[src/rtl/uart.sv]
// ----------------------------------------------------------------------------
// uart: AXI-Stream UART with 2-flop RX synchronizer and registered TX line.
// Optional even parity when UART_PARITY_EN is defined.   Revision: 1.0
// ----------------------------------------------------------------------------
`default_nettype none

module uart #(
  parameter int CLK_FREQ   = 50_000_000,
  parameter int BAUD_RATE  = 115200,
  parameter int DATA_WIDTH = 8
) (
  input  logic                  clk,
  input  logic                  rst,
  input  logic [DATA_WIDTH-1:0] s_axis_tdata,
  input  logic                  s_axis_tvalid,
  output logic                  s_axis_tready,
  output logic [DATA_WIDTH-1:0] m_axis_tdata,
  output logic                  m_axis_tvalid,
  input  logic                  m_axis_tready,
  input  logic                  rx_wire,
  output logic                  tx_wire
);

  localparam int BIT_CYC  = CLK_FREQ / BAUD_RATE;
  localparam int HALF_CYC = BIT_CYC / 2;
  localparam int CNT_W    = $clog2(BIT_CYC);
  localparam int IDX_W    = (DATA_WIDTH > 1) ? $clog2(DATA_WIDTH) : 1;
  localparam logic [CNT_W-1:0] CNT_BIT_END  = CNT_W'(BIT_CYC - 1);
  localparam logic [CNT_W-1:0] CNT_HALF_END = CNT_W'(HALF_CYC - 1);
  localparam logic [IDX_W-1:0] IDX_LAST     = IDX_W'(DATA_WIDTH - 1);

`ifdef UART_PARITY_EN
  typedef enum logic [2:0] {TX_IDLE, TX_START, TX_DATA, TX_PARITY, TX_STOP} tx_state_e;
  typedef enum logic [2:0] {RX_IDLE, RX_START, RX_DATA, RX_PARITY, RX_STOP} rx_state_e;
`else
  typedef enum logic [1:0] {TX_IDLE, TX_START, TX_DATA, TX_STOP} tx_state_e;
  typedef enum logic [1:0] {RX_IDLE, RX_START, RX_DATA, RX_STOP} rx_state_e;
`endif

  // ---------------------------------------------------------------- TX
  tx_state_e             tx_state_q, tx_state_d;
  logic [CNT_W-1:0]      tx_cnt_q, tx_cnt_d;
  logic [IDX_W-1:0]      tx_idx_q, tx_idx_d;
  logic [DATA_WIDTH-1:0] tx_shreg_q, tx_shreg_d;
  logic [DATA_WIDTH-1:0] tx_shift;
  logic                  tx_q, tx_d;
  logic                  tx_rdy_q, tx_rdy_d;
  logic                  tx_bit_end;
`ifdef UART_PARITY_EN
  logic                  tx_par_q, tx_par_d;
`endif

  assign tx_shift      = tx_shreg_q >> 1;
  assign tx_bit_end    = (tx_cnt_q == CNT_BIT_END);
  assign tx_wire       = tx_q;
  assign s_axis_tready = tx_rdy_q;

  always_ff @(posedge clk or negedge rst) begin
    if (!rst) begin
      tx_state_q <= TX_IDLE;
      tx_cnt_q   <= '0;
      tx_idx_q   <= '0;
      tx_shreg_q <= '0;
      tx_q       <= 1'b1;
      tx_rdy_q   <= 1'b0;
`ifdef UART_PARITY_EN
      tx_par_q   <= 1'b0;
`endif
    end else begin
      tx_state_q <= tx_state_d;
      tx_cnt_q   <= tx_cnt_d;
      tx_idx_q   <= tx_idx_d;
      tx_shreg_q <= tx_shreg_d;
      tx_q       <= tx_d;
      tx_rdy_q   <= tx_rdy_d;
`ifdef UART_PARITY_EN
      tx_par_q   <= tx_par_d;
`endif
    end
  end

  // tx_d is the line value for the state being entered, so the pin is a flop.
  always_comb begin
    tx_state_d = tx_state_q;
    tx_cnt_d   = tx_cnt_q;
    tx_idx_d   = tx_idx_q;
    tx_shreg_d = tx_shreg_q;
    tx_d       = tx_q;
    tx_rdy_d   = tx_rdy_q;
`ifdef UART_PARITY_EN
    tx_par_d   = tx_par_q;
`endif
    case (tx_state_q)
      TX_IDLE: begin
        tx_cnt_d = '0;
        tx_d     = 1'b1;
        tx_rdy_d = 1'b1;
        if (s_axis_tvalid && tx_rdy_q) begin
          tx_state_d = TX_START;
          tx_shreg_d = s_axis_tdata;
          tx_idx_d   = '0;
          tx_d       = 1'b0;
          tx_rdy_d   = 1'b0;
`ifdef UART_PARITY_EN
          tx_par_d   = ^s_axis_tdata;
`endif
        end
      end
      TX_START: begin
        tx_cnt_d = tx_cnt_q + 1'b1;
        if (tx_bit_end) begin
          tx_cnt_d   = '0;
          tx_state_d = TX_DATA;
          tx_d       = tx_shreg_q[0];
        end
      end
      TX_DATA: begin
        tx_cnt_d = tx_cnt_q + 1'b1;
        if (tx_bit_end) begin
          tx_cnt_d = '0;
          if (tx_idx_q == IDX_LAST) begin
`ifdef UART_PARITY_EN
            tx_state_d = TX_PARITY;
            tx_d       = tx_par_q;
`else
            tx_state_d = TX_STOP;
            tx_d       = 1'b1;
`endif
          end else begin
            tx_idx_d   = tx_idx_q + 1'b1;
            tx_shreg_d = tx_shift;
            tx_d       = tx_shift[0];
          end
        end
      end
`ifdef UART_PARITY_EN
      TX_PARITY: begin
        tx_cnt_d = tx_cnt_q + 1'b1;
        if (tx_bit_end) begin
          tx_cnt_d   = '0;
          tx_state_d = TX_STOP;
          tx_d       = 1'b1;
        end
      end
`endif
      TX_STOP: begin
        tx_cnt_d = tx_cnt_q + 1'b1;
        if (tx_bit_end) begin
          tx_cnt_d   = '0;
          tx_state_d = TX_IDLE;
          tx_rdy_d   = 1'b1;
        end
      end
      default: tx_state_d = TX_IDLE;
    endcase
  end

  // ---------------------------------------------------------------- RX
  logic                  rx_meta_q, rx_sync_q, rx_prev_q;
  rx_state_e             rx_state_q, rx_state_d;
  logic [CNT_W-1:0]      rx_cnt_q, rx_cnt_d;
  logic [IDX_W-1:0]      rx_idx_q, rx_idx_d;
  logic [DATA_WIDTH-1:0] rx_shreg_q, rx_shreg_d;
  logic [DATA_WIDTH-1:0] rx_shift;
  logic                  rx_bit_end;
  logic                  rx_word_ok;
  logic [DATA_WIDTH-1:0] m_data_q, m_data_d;
  logic                  m_valid_q, m_valid_d;
`ifdef UART_PARITY_EN
  logic                  rx_par_err_q, rx_par_err_d;
`endif

  assign rx_shift      = DATA_WIDTH'({rx_sync_q, rx_shreg_q} >> 1);
  assign rx_bit_end    = (rx_cnt_q == CNT_BIT_END);
  assign m_axis_tdata  = m_data_q;
  assign m_axis_tvalid = m_valid_q;

  always_ff @(posedge clk or negedge rst) begin
    if (!rst) begin
      rx_meta_q  <= 1'b1;
      rx_sync_q  <= 1'b1;
      rx_prev_q  <= 1'b1;
      rx_state_q <= RX_IDLE;
      rx_cnt_q   <= '0;
      rx_idx_q   <= '0;
      rx_shreg_q <= '0;
      m_data_q   <= '0;
      m_valid_q  <= 1'b0;
`ifdef UART_PARITY_EN
      rx_par_err_q <= 1'b0;
`endif
    end else begin
      rx_meta_q  <= rx_wire;
      rx_sync_q  <= rx_meta_q;
      rx_prev_q  <= rx_sync_q;
      rx_state_q <= rx_state_d;
      rx_cnt_q   <= rx_cnt_d;
      rx_idx_q   <= rx_idx_d;
      rx_shreg_q <= rx_shreg_d;
      m_data_q   <= m_data_d;
      m_valid_q  <= m_valid_d;
`ifdef UART_PARITY_EN
      rx_par_err_q <= rx_par_err_d;
`endif
    end
  end

  // Counting restarts on the detected edge, so each sample lands mid-bit.
  always_comb begin
    rx_state_d = rx_state_q;
    rx_cnt_d   = rx_cnt_q;
    rx_idx_d   = rx_idx_q;
    rx_shreg_d = rx_shreg_q;
    rx_word_ok = 1'b0;
`ifdef UART_PARITY_EN
    rx_par_err_d = rx_par_err_q;
`endif
    case (rx_state_q)
      RX_IDLE: begin
        rx_cnt_d = '0;
        if (rx_prev_q && !rx_sync_q) rx_state_d = RX_START;
      end
      RX_START: begin
        rx_cnt_d = rx_cnt_q + 1'b1;
        if (rx_cnt_q == CNT_HALF_END) begin
          rx_cnt_d   = '0;
          rx_idx_d   = '0;
          rx_state_d = rx_sync_q ? RX_IDLE : RX_DATA;
        end
      end
      RX_DATA: begin
        rx_cnt_d = rx_cnt_q + 1'b1;
        if (rx_bit_end) begin
          rx_cnt_d   = '0;
          rx_shreg_d = rx_shift;
          if (rx_idx_q == IDX_LAST) begin
`ifdef UART_PARITY_EN
            rx_state_d = RX_PARITY;
`else
            rx_state_d = RX_STOP;
`endif
          end else begin
            rx_idx_d = rx_idx_q + 1'b1;
          end
        end
      end
`ifdef UART_PARITY_EN
      RX_PARITY: begin
        rx_cnt_d = rx_cnt_q + 1'b1;
        if (rx_bit_end) begin
          rx_cnt_d     = '0;
          rx_par_err_d = rx_sync_q ^ (^rx_shreg_q);
          rx_state_d   = RX_STOP;
        end
      end
`endif
      RX_STOP: begin
        rx_cnt_d = rx_cnt_q + 1'b1;
        if (rx_bit_end) begin
          rx_cnt_d   = '0;
          rx_state_d = RX_IDLE;
`ifdef UART_PARITY_EN
          rx_word_ok = rx_sync_q && !rx_par_err_q;
`else
          rx_word_ok = rx_sync_q;
`endif
        end
      end
      default: rx_state_d = RX_IDLE;
    endcase
  end

  // A word arriving while the held one is not being taken is dropped.
  always_comb begin
    m_data_d  = m_data_q;
    m_valid_d = m_valid_q;
    if (rx_word_ok && (!m_valid_q || m_axis_tready)) begin
      m_data_d  = rx_shreg_q;
      m_valid_d = 1'b1;
    end else if (m_valid_q && m_axis_tready) begin
      m_valid_d = 1'b0;
    end
  end

endmodule

`default_nettype wire

[config.mk]
export PLATFORM = sky130hd
export DESIGN_NAME = uart
export DESIGN_NICKNAME = d
export VERILOG_FILES = /design/src/rtl/uart.sv
export SDC_FILE = /design/constraint.sdc
export NUM_CORES = 1
export LEC_CHECK = 0
export ABC_AREA = 1
export CAP_MARGIN = 30
export CORE_AREA = 2 2 94 96
export CTS_CLUSTER_SIZE = 14
export DETAILED_ROUTE_END_ITERATION = 10
export DIE_AREA = 0 0 96 98
export PLACE_DENSITY_LB_ADDON = 0.2
export SETUP_SLACK_MARGIN = 0.1
export SYNTH_ARGS = -nofsm -noshare
export SYNTH_HDL_FRONTEND = slang
export SYNTH_SLANG_ARGS = --single-unit
[constraint.sdc]
create_clock -name clk -period 1.7 [get_ports clk]
set_input_delay 0.255 -clock clk [delete_from_list [all_inputs] [get_ports clk]]
set_output_delay 0.255 -clock clk [all_outputs]
set_load 0.005 [all_outputs]
==> results of run 1 <==
## placed cells by master (no fill, tap or decap), types with 4 or more instances in the layout
cell type	instances
a21oi_1	6
buf_4	7
clkbuf_8	10
clkdlybuf4s50_1	21
dfrtp_1	53
dfstp_2	4
ha_1	12
inv_1	41
mux2i_1	7
nand2_1	86
nand2_2	7
nand3_1	11
nor2_1	21
nor2_2	5
nor3_1	10
o21ai_0	6
o21ai_1	11
o21ai_2	18
xor2_1	4
## layout make-up
type	count	area, sq um
clock buffer	10	137.6
clock inverter	6	90.09
fill	859	4850
inverter	45	171.4
multi-input combinational	220	1275
sequential	58	1458
tap	108	135.1
timing repair buffer	35	349.1
## stage by stage
stage / power (mW) / setup slack, ns / instances / hold slack [ns]
final: 5.176 / 0.1503 / 482 / 0.3569
after CTS: 5.097 / 0.1119 / 478 / 0.3390
after global placement: 3.579 / 0.1047 / 459 / 0.2897
after detailed placement: 3.615 / 0.04305 / 459 / 0.2901
after global routing: 5.620 / 0.02957 / 482 / 0.3383
after floorplan: 3.095 / 0.2144 / 328 / -0.04059
## layer usage
layer | track usage (%) | vias to the layer above
met5 | 0 | -
met4 | 3.846 | 0
met3 | 4.398 | 0
met2 | 18.22 | 33
met1 | 16.91 | 979
li1 | - | 1121
## power groups by stage
stage	combinational, mW	clock, mW	sequential [mW]
after floorplan	1.24	0	1.85
after global placement	1.68	0	1.90
after detailed placement	1.71	0	1.91
after CTS	1.73	1.48	1.89
after global routing	2.15	1.54	1.93
final	1.86	1.43	1.89
## how the worst max path moves through the flow
stage,from,endpoint,slack [ns],depth (start not counted)
after CTS,tx_state_q[0]$_DFFE_PN0P_,tx_shreg_q[1]$_DFFE_PN0P_,0.11,8
after global placement,rx_cnt_q[1]$_DFF_PN0_,m_axis_tdata[1]$_DFFE_PN0P_,0.10,9
after global routing,tx_cnt_q[1]$_DFF_PN0_,tx_shreg_q[2]$_DFFE_PN0P_,0.03,10
final,tx_cnt_q[1]$_DFF_PN0_,tx_shreg_q[1]$_DFFE_PN0P_,0.15,10
after detailed placement,tx_state_q[0]$_DFFE_PN0P_,tx_shreg_q[2]$_DFFE_PN0P_,0.04,10
after floorplan,tx_state_q[0]$_DFFE_PN0P_,tx_shreg_q[1]$_DFFE_PN0P_,0.21,10
## sequential cells by signal (all words and copies together), names as in the netlist, 2 cells and up, named ones only
name	flops
m_axis_tdata	8
rx_cnt_q	9
tx_shreg_q	8
tx_idx_q	3
rx_idx_q	3
tx_state_q	2
tx_cnt_q	9
rx_shreg_q	8
## repair_timing
item                                   in CTS  in global routing
gates cloned                                0                  0
setup buffers                               2                  4
setup endpoints to repair                  20                 42
gates resized for setup                     3                 19
pin swaps                                   0                  3
endpoints found under the hold margin      54                  0
hold buffers                                1                  0
## logic make-up after synthesis
kind of cell / count (synthesis) / synth area share (%)
muxes: 7 / 2.423
xor gates and xnor gates: 6 / 1.817
adders and majority gates: 13 / 5.625
AOI/OAI and AO/OA: 42 / 9.606
buffers and inverters: 50 / 7.313
and+or+nand+nor: 152 / 22.85
DFF: 58 / 50.37
==> flow_summary.yaml, run 1 <==
cts:
  cts_sinks: 58
  root_buffer: "clkbuf_8"
  cts_tree: "yes"
  clk_path_buf_depth: 2
  cts_max_level: 3
  cts_made_buffers: 9
  path_clk_slew_ns: 0.07
  clkLatencyLatePin_ns: 0.32
floorplanning:
  die_area_sq_um: 9408
  start_util_pct: 34.16
  dieHeight_microns: 98
  die_x_microns: 96
  core-area_sq_um: 8466
  fp-row-count: 34
  ios: 24
logic_synthesis:
  synthDistinctLibCells: 26
  synth_edf_count: 0
  seq_area_frac_synth_pct: 50.37
  synth_nets: 354
  synth_top_area_share_pct: 46.73
  syn_inst: 328
  synth_warnings: 0
  synth.largest_area_cell: "dfrtp_1"
  synth_commonest_cells: "nand2_1 (89), dfrtp_1 (54), inv_1 (44)"
  ys_ff_latch: 58
  synth_area_sq_um: 2892
  synth.most_common_cell: "nand2_1"
  synth-main-ff-cell: "dfrtp_1"
  avgSynthCellArea_sq_um: 8.816
  yosys-top-cells-area: "dfrtp_1 (47%), nand2_1 (12%), inv_1 (5.7%)"
  ys_async_sr_fraction_pct: 100.0
route:
  routed.top_layer: "met3"
  initialDrtViolationCount: 74
  viasPerCell: 4.425
  drt_pass1_iterations: 4
  wl_met3_microns: 140
  drc: 0
  num_vias: 2133
  ant_nets: 0
  wl_met1_microns: 2546
  routed_wl_microns: 5059
  drt-wirelength-per-cell_microns: 10.50
  met2_wirelength_microns: 2371
hold_path:
  hp-class: "primary input to flop"
  hp-start: "rx_wire"
  holdPathEnd: "rx_meta_q$_DFF_PN1_"
  holdPathStages: 1
run_status:
  status: "completed"
timing:
  rsz0062_at_grt: "yes"
  final_max_slew_viol_count: 0
  finalSetupTns_ns: 0
  tightest_slew_ns: 0.3695
  setup_viol: 0
  finalCriticalPeriod_ns: 1.550
  slew_headroom_pct: 75.28
  fin_crit_sh_pct: 91.16
  fmax_mhz: 645.3
  hold_viol: 0
  worst_clock_skew_ns: 0.009105
critical_path:
  crit_path_start_kind: "flop"
  cp_top_family: "simple AND/OR/NAND/NOR gates"
  worstPathCellList: "inv_1 > ha_1 > nand2_1 > nor3_1 > nand2_1 > nand2_2 > nand3_2 > buf_12 > nand2_1 > o21ai_1"
  crit_path_end_kind: "flop"
  rr_startpoint: "tx_cnt_q[1]$_DFF_PN0_"
  rrSetupSlack_ns: 0.15
  worstPathMaxFanout: 22
  arrival_ns: 1.76
  worst_path_max_delay_cell: "dfrtp_1"
  reg2reg_depth: 10
  slowest_delay_ns: 0.40
  required_ns: 1.91
  r2r_end: "tx_shreg_q[1]$_DFFE_PN0P_"
  critPathBufInv: 2
  path_class: "flop to flop"
  path_common_cell: "nand2_1"
finish:
  fin_nets: 395
  utilization_pct: 42.71
  finalInstanceArea_sq_um: 3616
  diodes: 0
  syn_to_final_growth_pct: 25.05
  drive_above_1_share_pct: 20.05
grt:
  grt_use_total_pct: 12.34
  grt_overflow: 0
  antenna_found_initial: 0
  grt_pass1_wl_microns: 9259
  grt_max_degree: 59
  grt_pass1_vias: 2118
placed_design:
  dpl_cell_area_sq_um: 3274
  hpwl_microns: 3456
  place_congestion: 0.8216
  port_buffers: 23
pwr:
  ir_worst_vdd_uv: 890.6
  p_int_mw: 3.328
  seqPwrFrac_pct: 36.5
  p_per_area_nw_per_um2: 1431
  swShare_pct: 35.71
  leakage_nw: 1.712
  p_switching_mw: 1.848
  power_frac_clock_pct: 27.5
  comb_power_share_pct: 35.9
job:
  cap_violations: 0
Power figures use the tool's default switching activity.
==> inputs of run 2 (changes only) <==
- CORE_AREA: 2 2 94 96 -> 2 2 78 80
- DIE_AREA: 0 0 96 98 -> 0 0 80 82
- clock period: 1.7 -> 1.3 ns (I/O delays scaled with it)
==> run 2 against run 1 <==
- flip-flop and latch count unchanged
- largest power group is now combinational cells
- largest cell class is now multi-input gates
- count of clock-buffer cells in the layout decreased by 1
- the flow now finishes with violations (setup timing)
- highest routed layer is now met4
- clock skew about the same
==> flow_summary.yaml, run 2 (synthesized netlist as in run 1, its figures left out) <==
timing:
  rsz0062_at_grt: "yes"
  final_max_slew_viol_count: 0
  tightest_slew_ns: 0.3751
  finalCriticalPeriod_ns: 1.576
  hold_viol: 0
  setup_slack_ns: -0.2764
  slew_headroom_pct: 74.80
  fin_crit_sh_pct: 121.3
  fmax_mhz: 634.4
  finalSetupTns_ns: -9.064
  worst_clock_skew_ns: 0.008962
  setup_viol: 54
pwr:
  power_mw: 8.431
  leakage_nw: 2.091
  p_per_area_nw_per_um2: 1870
  ir_worst_vdd_uv: 1519
run_status:
  status: "complete, but fails checks"
  violations: "setup timing"
critical_path:
  worstPathMaxFanout: 3
  worstPathCellList: "ha_4 > nand2_2 > nor2_4 > nand2_4 > inv_6 > buf_6 > o21ai_4 > buf_4 > o21ai_2 > nor2_1"
  slowest_delay_ns: 0.43
  worst_path_max_delay_cell: "dfrtp_1"
  arrival_ns: 1.84
  path_class: "flop to flop"
  cp-startpoint: "rx_cnt_q[0]$_DFF_PN0_"
  crit_path_start_kind: "flop"
  critPathBufInv: 3
  rr_startpoint: "rx_cnt_q[0]$_DFF_PN0_"
  cp_top_family: "flip-flops"
  crit_path_end_kind: "flop"
  required_ns: 1.56
placed_design:
  port_buffers: 23
  place_congestion: 0.8411
  hpwl_microns: 3973
  dp_cells: 466
  place_ws_ns: -0.2181
  dpl_cell_area_sq_um: 3601
finish:
  final_cell_mix: "buf_4 (54), dfrtp_1 (53), nand2_1 (49), inv_1 (37), nand2_2 (31)"
  multi_input_area_sq_um: 1699
  final_cells: 505
  syn_to_final_growth_pct: 55.95
  reg.largest.list: "rx_cnt_q (9), tx_cnt_q (9)"
  drive_above_1_share_pct: 48.14
  fin_nets: 452
  seq_area_sq_um: 1458
  diodes: 0
  layout_commonest_cell: "buf_4"
  fillers: 346
  finalInstanceArea_sq_um: 4509
hold_path:
  hp-start: "rx_wire"
  hp-class: "primary input to flop"
floorplanning:
  die_x_microns: 80
  dieHeight_microns: 82
  start_util_pct: 50.33
  die_area_sq_um: 6560
  ios: 24
  fp-row-count: 28
  core-area_sq_um: 5746
route:
  wl_met3_microns: 199
  drt_pass1_iterations: 4
  initialDrtViolationCount: 130
  ant_nets: 0
  drc: 0
  wl_met1_microns: 2802
  num_vias: 2491
  drt-wirelength-per-cell_microns: 13.71
  viasPerCell: 4.933
  met2_wirelength_microns: 3757
  routed_wl_microns: 6925
  routed.top_layer: "met4"
grt:
  grt_max_degree: 59
  grt_overflow: 0
  grt_use_total_pct: 21.97
  antenna_found_initial: 0
  grt_pass1_wl_microns: 10900
  grt_pass1_vias: 2456
cts:
  path_clk_slew_ns: 0.06
  cts_max_level: 3
  cts_sinks: 58
  cts_made_buffers: 9
  clkLatencyLatePin_ns: 0.34
  root_buffer: "clkbuf_8"
  clk_path_buf_depth: 2
  cts_tree: "yes"
job:
  cap_violations: 0
==> run 2: final cells by class <==
type	count	area share, %
Timing Repair Buffer	92	19.31
Clock inverter	6	1.831
Multi-Input combinational cell	220	37.68
Inverter	45	4.023
Clock buffer	9	2.747
Tap cell	75	2.081
Sequential cell	58	32.33
==> run 2: final timing paths <==
kind	end	slack, ns	cells after the start
min in group asynchronous	rx_cnt_q[6]$_DFF_PN0_	0.39	3
max in group asynchronous	rx_prev_q$_DFF_PN1_	0.59	3
worst min register to register	rx_sync_q$_DFF_PN1_	0.36	0
worst max-delay path	rx_cnt_q[5]$_DFF_PN0_	-0.28	10
worst min-delay path	rx_meta_q$_DFF_PN1_	0.30	1
worst max register to register	rx_cnt_q[5]$_DFF_PN0_	-0.28	10
==> run 2: stage by stage <==
stage / hold WS (ns) / utilization (%)
after floorplan: -0.1006 / -
after detailed placement: 0.2194 / 62.67
after CTS: 0.2905 / 73.50
final: 0.3011 / 78.48
after global placement: 0.2253 / 62.67
after global routing: 0.2983 / 78.48
==> run 2: metal layers <==
metal  global-route usage [%]  vias to the layer above
met5                        0                        -
met4                    9.831                        0
met3                    5.824                       16
met2                    38.08                       33
met1                    25.66                     1208
li1                         -                     1234
==> run 2: repair_timing <==
item / in CTS / in global routing
hold buffers: 1 / 0
gates cloned: 1 / 2
gates resized for setup: 89 / 57
pin swaps: 18 / 18
buffers inserted: 14 / 7
endpoints found under the setup margin: 65 / 64
endpoints found under the hold margin: 54 / 0
==> run 2: where the power goes <==
group          switching, mW  internal [mW]  total, mW
Sequential             0.294           2.18       2.47
Clock                  0.718           1.06       1.77
Combinational           2.18           2.00       4.18
Total                   3.19           5.24       8.43
